$ cat src/rtl/ram_arbiter_pkg.sv
// Shared constants, command/read-tag types and the address range helper for the
// ram_arbiter slice.
package ram_arb_pkg;

   localparam int AW    = 8;
   localparam int DW    = 4;
   localparam int DEPTH = 8;
   localparam int NREQ  = 2;

   localparam logic [AW-1:0] DEPTH_A = AW'(DEPTH);

   typedef struct packed {
      logic          we;
      logic [AW-1:0] addr;
      logic [DW-1:0] wdata;
   } cmd_t;

   typedef struct packed {
      logic valid;
      logic id;
      logic oor;
   } rd_tag_t;

   function automatic logic addr_in_range(input logic [AW-1:0] addr);
      return (addr < DEPTH_A);
   endfunction

endpackage

$ cat src/rtl/ram_arbiter_if.sv
// Requester command/grant/response signals plus the RAM command bus of ram_arbiter.
// slave = arbiter side, master = requesters and RAM side.
interface ram_arbiter_if;
   import ram_arb_pkg::*;

   logic          req0, req1, we0, we1;
   logic [AW-1:0] addr0, addr1;
   logic [DW-1:0] wdata0, wdata1;
   logic          gnt0, gnt1, rvalid0, rvalid1, err0, err1;
   logic [DW-1:0] rdata0, rdata1;
   logic          ram_write_en, ram_read_en;
   logic [AW-1:0] ram_write_addr, ram_read_addr;
   logic [DW-1:0] ram_write_data, ram_read_data;

   modport slave (
      input  req0, req1, we0, we1, addr0, addr1, wdata0, wdata1, ram_read_data,
      output gnt0, gnt1, rvalid0, rvalid1, rdata0, rdata1, err0, err1,
      output ram_write_en, ram_write_addr, ram_write_data, ram_read_en, ram_read_addr
   );

   modport master (
      output req0, req1, we0, we1, addr0, addr1, wdata0, wdata1, ram_read_data,
      input  gnt0, gnt1, rvalid0, rvalid1, rdata0, rdata1, err0, err1,
      input  ram_write_en, ram_write_addr, ram_write_data, ram_read_en, ram_read_addr
   );

endinterface

$ cat src/rtl/ram_arbiter_rr_arb2.sv
// Two-way round-robin arbiter: a lone requester wins at once, on contention the
// pointer-favoured one wins, and any grant hands priority to the other requester.
module rr_arb2 (
   input  logic       clk,
   input  logic       rst_n,
   input  logic [1:0] req,
   output logic [1:0] gnt
);

   logic ptr_q, ptr_d;

   always_comb begin
      gnt = 2'b00;
      case (req)
         2'b01:   gnt = 2'b01;
         2'b10:   gnt = 2'b10;
         2'b11:   gnt = ptr_q ? 2'b10 : 2'b01;
         default: gnt = 2'b00;
      endcase
   end

   always_comb begin
      ptr_d = ptr_q;
      if (gnt[0]) begin
         ptr_d = 1'b1;
      end else if (gnt[1]) begin
         ptr_d = 1'b0;
      end else begin
         ptr_d = ptr_q;
      end
   end

   always_ff @(posedge clk or negedge rst_n) begin
      if (!rst_n) begin
         ptr_q <= 1'b0;
      end else begin
         ptr_q <= ptr_d;
      end
   end

endmodule

$ cat src/rtl/ram_arbiter.sv
// ram_arbiter: two requesters share the 2-port RAM; write and read ports are each
// round-robin arbitrated and read responses are tagged back to their requester.
module ram_arbiter
   import ram_arb_pkg::*;
(
   input  logic          clk,
   input  logic          rst_n,
   ram_arbiter_if.slave  bus
);

   cmd_t          cmd0_s, cmd1_s;
   logic [1:0]    wr_req_s, rd_req_s, wr_gnt_s, rd_gnt_s;
   logic          wr_acc_s, rd_acc_s, wr_id_s, rd_id_s, wr_oor_s, rd_oor_s;
   logic [AW-1:0] wr_addr_s, rd_addr_s;
   logic [DW-1:0] wr_data_s;
   logic [1:0]    rvalid_s;

   logic          wr_en_q, wr_en_d, rd_en_q, rd_en_d;
   logic [AW-1:0] wr_addr_q, wr_addr_d, rd_addr_q, rd_addr_d;
   logic [DW-1:0] wr_data_q, wr_data_d;
   logic [1:0]    err_q, err_d;
   rd_tag_t       tag1_q, tag1_d, tag2_q;

   assign cmd0_s = '{we: bus.we0, addr: bus.addr0, wdata: bus.wdata0};
   assign cmd1_s = '{we: bus.we1, addr: bus.addr1, wdata: bus.wdata1};

   assign wr_req_s = {bus.req1 &  cmd1_s.we, bus.req0 &  cmd0_s.we};
   assign rd_req_s = {bus.req1 & ~cmd1_s.we, bus.req0 & ~cmd0_s.we};

   rr_arb2 u_wr_arb (.clk(clk), .rst_n(rst_n), .req(wr_req_s), .gnt(wr_gnt_s));
   rr_arb2 u_rd_arb (.clk(clk), .rst_n(rst_n), .req(rd_req_s), .gnt(rd_gnt_s));

   assign bus.gnt0 = cmd0_s.we ? wr_gnt_s[0] : rd_gnt_s[0];
   assign bus.gnt1 = cmd1_s.we ? wr_gnt_s[1] : rd_gnt_s[1];

   // Grants are one-hot per port, so bit 1 alone identifies the winning requester.
   always_comb begin
      wr_acc_s = |wr_gnt_s;
      rd_acc_s = |rd_gnt_s;
      wr_id_s  = wr_gnt_s[1];
      rd_id_s  = rd_gnt_s[1];
      if (wr_id_s) begin
         wr_addr_s = cmd1_s.addr;
         wr_data_s = cmd1_s.wdata;
      end else begin
         wr_addr_s = cmd0_s.addr;
         wr_data_s = cmd0_s.wdata;
      end
      if (rd_id_s) begin
         rd_addr_s = cmd1_s.addr;
      end else begin
         rd_addr_s = cmd0_s.addr;
      end
      wr_oor_s = ~addr_in_range(wr_addr_s);
      rd_oor_s = ~addr_in_range(rd_addr_s);
   end

   always_comb begin
      wr_en_d   = wr_acc_s & ~wr_oor_s;
      rd_en_d   = rd_acc_s & ~rd_oor_s;
      wr_addr_d = wr_addr_q;
      wr_data_d = wr_data_q;
      rd_addr_d = rd_addr_q;
      if (wr_en_d) begin
         wr_addr_d = wr_addr_s;
         wr_data_d = wr_data_s;
      end else begin
         wr_addr_d = wr_addr_q;
         wr_data_d = wr_data_q;
      end
      if (rd_en_d) begin
         rd_addr_d = rd_addr_s;
      end else begin
         rd_addr_d = rd_addr_q;
      end
      err_d[0] = (wr_acc_s & ~wr_id_s & wr_oor_s) | (rd_acc_s & ~rd_id_s & rd_oor_s);
      err_d[1] = (wr_acc_s &  wr_id_s & wr_oor_s) | (rd_acc_s &  rd_id_s & rd_oor_s);
      // Out-of-range reads still take a tag so the requester gets its one rvalid.
      tag1_d   = '{valid: rd_acc_s, id: rd_id_s, oor: rd_oor_s};
   end

   always_ff @(posedge clk or negedge rst_n) begin
      if (!rst_n) begin
         wr_en_q   <= 1'b0;
         wr_addr_q <= {AW{1'b0}};
         wr_data_q <= {DW{1'b0}};
         rd_en_q   <= 1'b0;
         rd_addr_q <= {AW{1'b0}};
         err_q     <= 2'b00;
         tag1_q    <= 3'b000;
         tag2_q    <= 3'b000;
      end else begin
         wr_en_q   <= wr_en_d;
         wr_addr_q <= wr_addr_d;
         wr_data_q <= wr_data_d;
         rd_en_q   <= rd_en_d;
         rd_addr_q <= rd_addr_d;
         err_q     <= err_d;
         tag1_q    <= tag1_d;
         tag2_q    <= tag1_q;
      end
   end

   assign rvalid_s = {tag2_q.valid & tag2_q.id, tag2_q.valid & ~tag2_q.id};

   assign bus.ram_write_en   = wr_en_q;
   assign bus.ram_write_addr = wr_addr_q;
   assign bus.ram_write_data = wr_data_q;
   assign bus.ram_read_en    = rd_en_q;
   assign bus.ram_read_addr  = rd_addr_q;
   assign bus.err0           = err_q[0];
   assign bus.err1           = err_q[1];
   assign bus.rvalid0        = rvalid_s[0];
   assign bus.rvalid1        = rvalid_s[1];
   assign bus.rdata0         = (rvalid_s[0] & ~tag2_q.oor) ? bus.ram_read_data : {DW{1'b0}};
   assign bus.rdata1         = (rvalid_s[1] & ~tag2_q.oor) ? bus.ram_read_data : {DW{1'b0}};

endmodule
$ cat src/flat_wrapper.sv
// flat-port wrapper written by rule: the top's interface ports become plain ports
module ram_arbiter_flat import ram_arb_pkg::*;
  (clk, rst_n, bus_req0, bus_req1, bus_we0, bus_we1, bus_addr0, bus_addr1, bus_wdata0, bus_wdata1, bus_ram_read_data, bus_gnt0, bus_gnt1, bus_rvalid0, bus_rvalid1, bus_rdata0, bus_rdata1, bus_err0, bus_err1, bus_ram_write_en, bus_ram_write_addr, bus_ram_write_data, bus_ram_read_en, bus_ram_read_addr);
  ram_arbiter_if bus_i ();
  input  logic clk;
  input  logic rst_n;
  input wire logic [$bits(bus_i.req0)-1:0] bus_req0;
  input wire logic [$bits(bus_i.req1)-1:0] bus_req1;
  input wire logic [$bits(bus_i.we0)-1:0] bus_we0;
  input wire logic [$bits(bus_i.we1)-1:0] bus_we1;
  input wire logic [$bits(bus_i.addr0)-1:0] bus_addr0;
  input wire logic [$bits(bus_i.addr1)-1:0] bus_addr1;
  input wire logic [$bits(bus_i.wdata0)-1:0] bus_wdata0;
  input wire logic [$bits(bus_i.wdata1)-1:0] bus_wdata1;
  input wire logic [$bits(bus_i.ram_read_data)-1:0] bus_ram_read_data;
  output wire logic [$bits(bus_i.gnt0)-1:0] bus_gnt0;
  output wire logic [$bits(bus_i.gnt1)-1:0] bus_gnt1;
  output wire logic [$bits(bus_i.rvalid0)-1:0] bus_rvalid0;
  output wire logic [$bits(bus_i.rvalid1)-1:0] bus_rvalid1;
  output wire logic [$bits(bus_i.rdata0)-1:0] bus_rdata0;
  output wire logic [$bits(bus_i.rdata1)-1:0] bus_rdata1;
  output wire logic [$bits(bus_i.err0)-1:0] bus_err0;
  output wire logic [$bits(bus_i.err1)-1:0] bus_err1;
  output wire logic [$bits(bus_i.ram_write_en)-1:0] bus_ram_write_en;
  output wire logic [$bits(bus_i.ram_write_addr)-1:0] bus_ram_write_addr;
  output wire logic [$bits(bus_i.ram_write_data)-1:0] bus_ram_write_data;
  output wire logic [$bits(bus_i.ram_read_en)-1:0] bus_ram_read_en;
  output wire logic [$bits(bus_i.ram_read_addr)-1:0] bus_ram_read_addr;
  assign bus_i.req0 = bus_req0;
  assign bus_i.req1 = bus_req1;
  assign bus_i.we0 = bus_we0;
  assign bus_i.we1 = bus_we1;
  assign bus_i.addr0 = bus_addr0;
  assign bus_i.addr1 = bus_addr1;
  assign bus_i.wdata0 = bus_wdata0;
  assign bus_i.wdata1 = bus_wdata1;
  assign bus_i.ram_read_data = bus_ram_read_data;
  assign bus_gnt0 = bus_i.gnt0;
  assign bus_gnt1 = bus_i.gnt1;
  assign bus_rvalid0 = bus_i.rvalid0;
  assign bus_rvalid1 = bus_i.rvalid1;
  assign bus_rdata0 = bus_i.rdata0;
  assign bus_rdata1 = bus_i.rdata1;
  assign bus_err0 = bus_i.err0;
  assign bus_err1 = bus_i.err1;
  assign bus_ram_write_en = bus_i.ram_write_en;
  assign bus_ram_write_addr = bus_i.ram_write_addr;
  assign bus_ram_write_data = bus_i.ram_write_data;
  assign bus_ram_read_en = bus_i.ram_read_en;
  assign bus_ram_read_addr = bus_i.ram_read_addr;
  ram_arbiter u_core (.clk(clk), .rst_n(rst_n), .bus(bus_i));
endmodule
$ cat config.mk
export PLATFORM = sky130hd
export DESIGN_NAME = ram_arbiter_flat
export DESIGN_NICKNAME = d
export VERILOG_FILES = /design/src/rtl/ram_arbiter_pkg.sv /design/src/rtl/ram_arbiter_if.sv /design/src/rtl/ram_arbiter_rr_arb2.sv /design/src/rtl/ram_arbiter.sv /design/src/flat_wrapper.sv
export SDC_FILE = /design/constraint.sdc
export NUM_CORES = 1
export LEC_CHECK = 0
export CAP_MARGIN = 20
export CORE_MARGIN = 1.5
export CORE_UTILIZATION = 39
export CTS_BUF_LIST = sky130_fd_sc_hd__clkbuf_4 sky130_fd_sc_hd__clkbuf_8 sky130_fd_sc_hd__clkbuf_16
export DETAILED_ROUTE_END_ITERATION = 8
export PLACE_DENSITY = 0.81
export SYNTH_ARGS = -nofsm -noshare
export SYNTH_HDL_FRONTEND = slang
export SYNTH_SLANG_ARGS = --single-unit
$ cat constraint.sdc
create_clock -name clk -period 2 [get_ports clk]
set_input_delay 0.4 -clock clk [delete_from_list [all_inputs] [get_ports clk]]
set_output_delay 0.4 -clock clk [all_outputs]
set_load 0.01 [all_outputs]
==> results by stage <==
Clock tree:
- The clock transition at the registers of the reported paths is around 0.10 ns.
- CTS saw 32 sinks.
- TritonCTS built the clock tree.
- The clock passes through at most 2 buffers.
- The root buffer selected by CTS is clkbuf_4.
- The worst-skew pair later-pin latency is 0.34 ns.
- The number of buffers inserted during clock tree synthesis is 5.
- The H-tree was split into 2 levels.

STA:
- The final count of hold timing violations is 0.
- Setup violations remaining at the end of the flow were counted as 0.
- Setup repair after global routing left no endpoint under its margin.
- The clock tree skew after final layout is approximately 0.011 ns.
- The tightest slew margin relative to the limit is between 70% and 80%.
- Summed over all failing endpoints, the final setup total negative slack is 0 ns.
- The max-slew violation count is 0.
- At the pin with the least slew margin, the transition time is between 0.4 and 0.5 ns.
- Setup slack on the critical path of the routed design comes to approximately 0.075 ns.
- The minimum clock period is a little under 2 ns.
- Based on the critical path, the design can be clocked at up to 0.519 GHz.
- In the finished design, the share of the clock period the worst path needs comes to between 90% and 100%.

Die:
- For this configuration, the core starts out at a cell density of about two fifths.
- The area of the core is ~0.0034 sq mm.
- In this run the horizontal extent of the chip is 62.9 um.
- In this run the vertical extent of the chip is 62.9 um.
- In this run the core area contains 21 standard-cell rows.
- The die covers between 0.003 and 0.004 sq mm.
- The I/O pin count is 70.

Hold path:
- The type of the most critical hold path is flip-flop to flip-flop.

Cells and area:
- The final antenna diode count is 0.
- The final net count is 230.
- In the final layout, the share of cells above drive strength 1 is 25.4%.
- The core utilization of the finished layout is ~68%.
- The relative area change from synthesis to final layout is 64.6%.
- Leaving out fill and tap cells, the most frequent cell in the layout is clkdlybuf4s50_1.
- In the layout the commonest cells are clkdlybuf4s50_1, dfrtp_1, mux2_2, and2_1, buf_4.
- Summing all non-filler instances in the final layout gives an area of about 0.0023 sq mm.

Placement:
- At the end of routability-driven placement, the weighted congestion stood at 0.789.
- The area after detailed placement is roughly 0.0022 sq mm.
- The half-perimeter wire length after detailed placement is between 2 and 3 mm.
- The number of port buffers is between 60 and 70.
- Prior to clock tree synthesis, the placed netlist has a worst setup slack of -0.392 ns.

Global routing:
- Entering global routing, the biggest net connects 33 pins.
- After global routing the overflow that remains totals 0.
- Global routing used 20.6% of the available met1 tracks.
- The routing usage on met2 is a little over a third.
- The global routing stage identified its most utilized layer as met2.
- The global routing usage on met3 is 7.03%.
- The via count of the first global-routing pass is 1248.
- The global-route wire length before repair is roughly 5.9 mm.
- The number of antenna violations at the first check in global routing was 0.
- For this run, the total global-route usage over all layers was measured as 20.0%.

Detailed routing:
- The pre-antenna-repair detailed-routing pass consisted of 4 iterations.
- The sum of routed wire length over all layers is between 3 and 4 mm.
- The via count is about 1.1k.
- The count of nets left with antenna violations once routing finished came out at 0.
- In this run, the number of DRC markers left after iteration 0 of detailed routing was 12.
- The number of DRC violations after detailed routing is 0.
- After detailed routing, the average wire length per cell comes to around 15 um.
- The post-detailed-route via-to-cell ratio is 4.73.

Logic synthesis:
- The synthesized netlist contains 26 unique library cells.
- The post-synthesis average cell area is 12.6 sq um.
- The total of flip-flops plus latches after synthesis is 32.
- Yosys attributes the largest share of cell area to dfrtp_1, mux2_2, and2_1.
- During synthesis, Yosys emitted a total of 0 warnings.
- The number of instances in the synthesized netlist is around 110.
- The register area share after synthesis is a little under three fifths.
- The synthesized design devotes to its leading area cell type 57.1% of total area.
- The synthesized netlist occupies a cell area of approximately 0.0014 sq mm.
- When the netlist entered floorplanning its net count stood at approximately 150.
- dfrtp_1 takes more of the synthesized area than any other cell.

Worst setup path:
- STA classifies the critical path startpoint as an input pin.
- The largest stage delay on the critical path is between 0.4 and 0.5 ns.
- For the worst setup path, the data required time is 1.60 ns.
- The maximum net fanout on the critical path is 2.
- Traced cell by cell, the critical path runs through clkdlybuf4s50_1 > nand2b_4 > o21a_1 > or2_4 > buf_6.
- The arrival time at the worst endpoint is around 1.5 ns.
- Among all stages on the critical path, the largest delay is contributed by clkdlybuf4s50_1.
- The endpoint class of the critical path is a primary output.
- The critical path is of the input pin to primary output type.

Pwr:
- In this run the static leakage power is approximately 1.1 nW.
- The worst-case IR drop observed on VDD is 0.000423 V.
- The power consumption is 1.50 mW.
- The power density over cell area is ~650 mW/mm^2.

Run status:
- The run finished with clean final reports.

Run:
- The number of max-cap violations is 0.
[layer usage]
layer / routed length [um] / up-vias / part of all wire [%]
met5: 0 / - / 0
met1: 1280 / 552 / 36
met2: 1950 / 48 / 55
li1: - / 542 / -
met4: 87 / 0 / 2.5
met3: 217 / 7 / 6.1
[final cells by class]
type                            count  area [sq um]
Tap cell                           46          57.6
Clock buffer                        6          51.3
Timing Repair Buffer               80           782
Multi-Input combinational cell     72           587
Sequential cell                    32           801
Fill cell                         270          1080
Clock inverter                      2          10.0
Inverter                            5          18.8
[Yosys cell counts, drive strengths merged]
| cell type | instances |
|---|---|
| a21oi | 3 |
| nor2b | 3 |
| nand3 | 1 |
| nor4 | 1 |
| and2 | 10 |
| buf | 1 |
| or4 | 2 |
| nand2 | 5 |
| o21ai | 2 |
| mux2i | 1 |
| inv | 5 |
| clkbuf | 1 |
| o21a | 1 |
| a21boi | 1 |
| a22oi | 1 |
| or2 | 1 |
| nand2b | 8 |
| nor2 | 10 |
| mux2 | 20 |
| a31oi | 1 |
| and3 | 1 |
| dfrtp | 32 |
[metrics by stage]
stage | instances | hold WS (ns)
2_1_floorplan | 111 | 0.104
3_3_place_gp | 234 | 0.332
3_5_place_dp | 234 | 0.336
4_1_cts | 242 | 0.359
5_1_grt | 243 | 0.365
6_report | 243 | 0.357
[final timing paths]
path                                           endpoint  cells past startpoint             startpoint  slack, ns
setup / recovery                               bus_gnt1                      5                bus_we0       0.07
hold / removal                         u_core.tag2_q[2]                      0       u_core.tag1_q[2]       0.36
setup reg to reg           u_core.bus.ram_write_addr[1]                      5  u_core.u_wr_arb.ptr_q       0.33
hold reg to reg                        u_core.tag2_q[2]                      0       u_core.tag1_q[2]       0.36
max in group asynchronous  u_core.bus.ram_write_addr[6]                      2                  rst_n       1.26
min in group asynchronous              u_core.tag2_q[2]                      2                  rst_n       0.45
[cells by family (layout without fill, tap and decap cells)]
family | after synthesis | count (layout) | share of synthesized area (%)
multiplexers | 21 | 21 | 17.9
buffers and inverters | 7 | 93 | 2.41
AND/OR/NAND/NOR | 42 | 42 | 17.7
AO/OA/AOI/OAI | 9 | 9 | 4.91
flip-flops | 32 | 32 | 57.1
[flip-flops by register name, summed over array words and instances, names as in the netlist]
signal / count
u_core.bus.ram_read_addr: 8
u_core.bus.ram_write_addr: 8
u_core.bus.ram_write_data: 4
u_core.tag1_q: 3
u_core.tag2_q: 3
u_core.err_q: 2
u_core.bus.ram_read_en: 1
u_core.bus.ram_write_en: 1
u_core.u_rd_arb.ptr_q: 1
u_core.u_wr_arb.ptr_q: 1
[report_power, final]
group          leakage, nW  internal (mW)  switching, mW  total (mW)
clock network       0.0380          0.167          0.214       0.381
logic                0.679          0.240          0.133       0.373
registers            0.412          0.711         0.0378       0.749
total                 1.13           1.12          0.385        1.50
[repair_timing]
item / 4_1_cts / 5_1_grt
hold buffers: 0 / 0
buffers inserted: 0 / 1
resized for setup: 16 / 9
setup endpoints to repair: 11 / 5
pin swaps: 0 / 1
[worst max-delay path: cells and delay by family]
kind | cells | cell delay, ns
buffers and inverters | 2 | 0.54
AO/OA/AOI/OAI | 1 | 0.18
AND/OR/NAND/NOR | 2 | 0.41
Power figures use the tool's default switching activity.
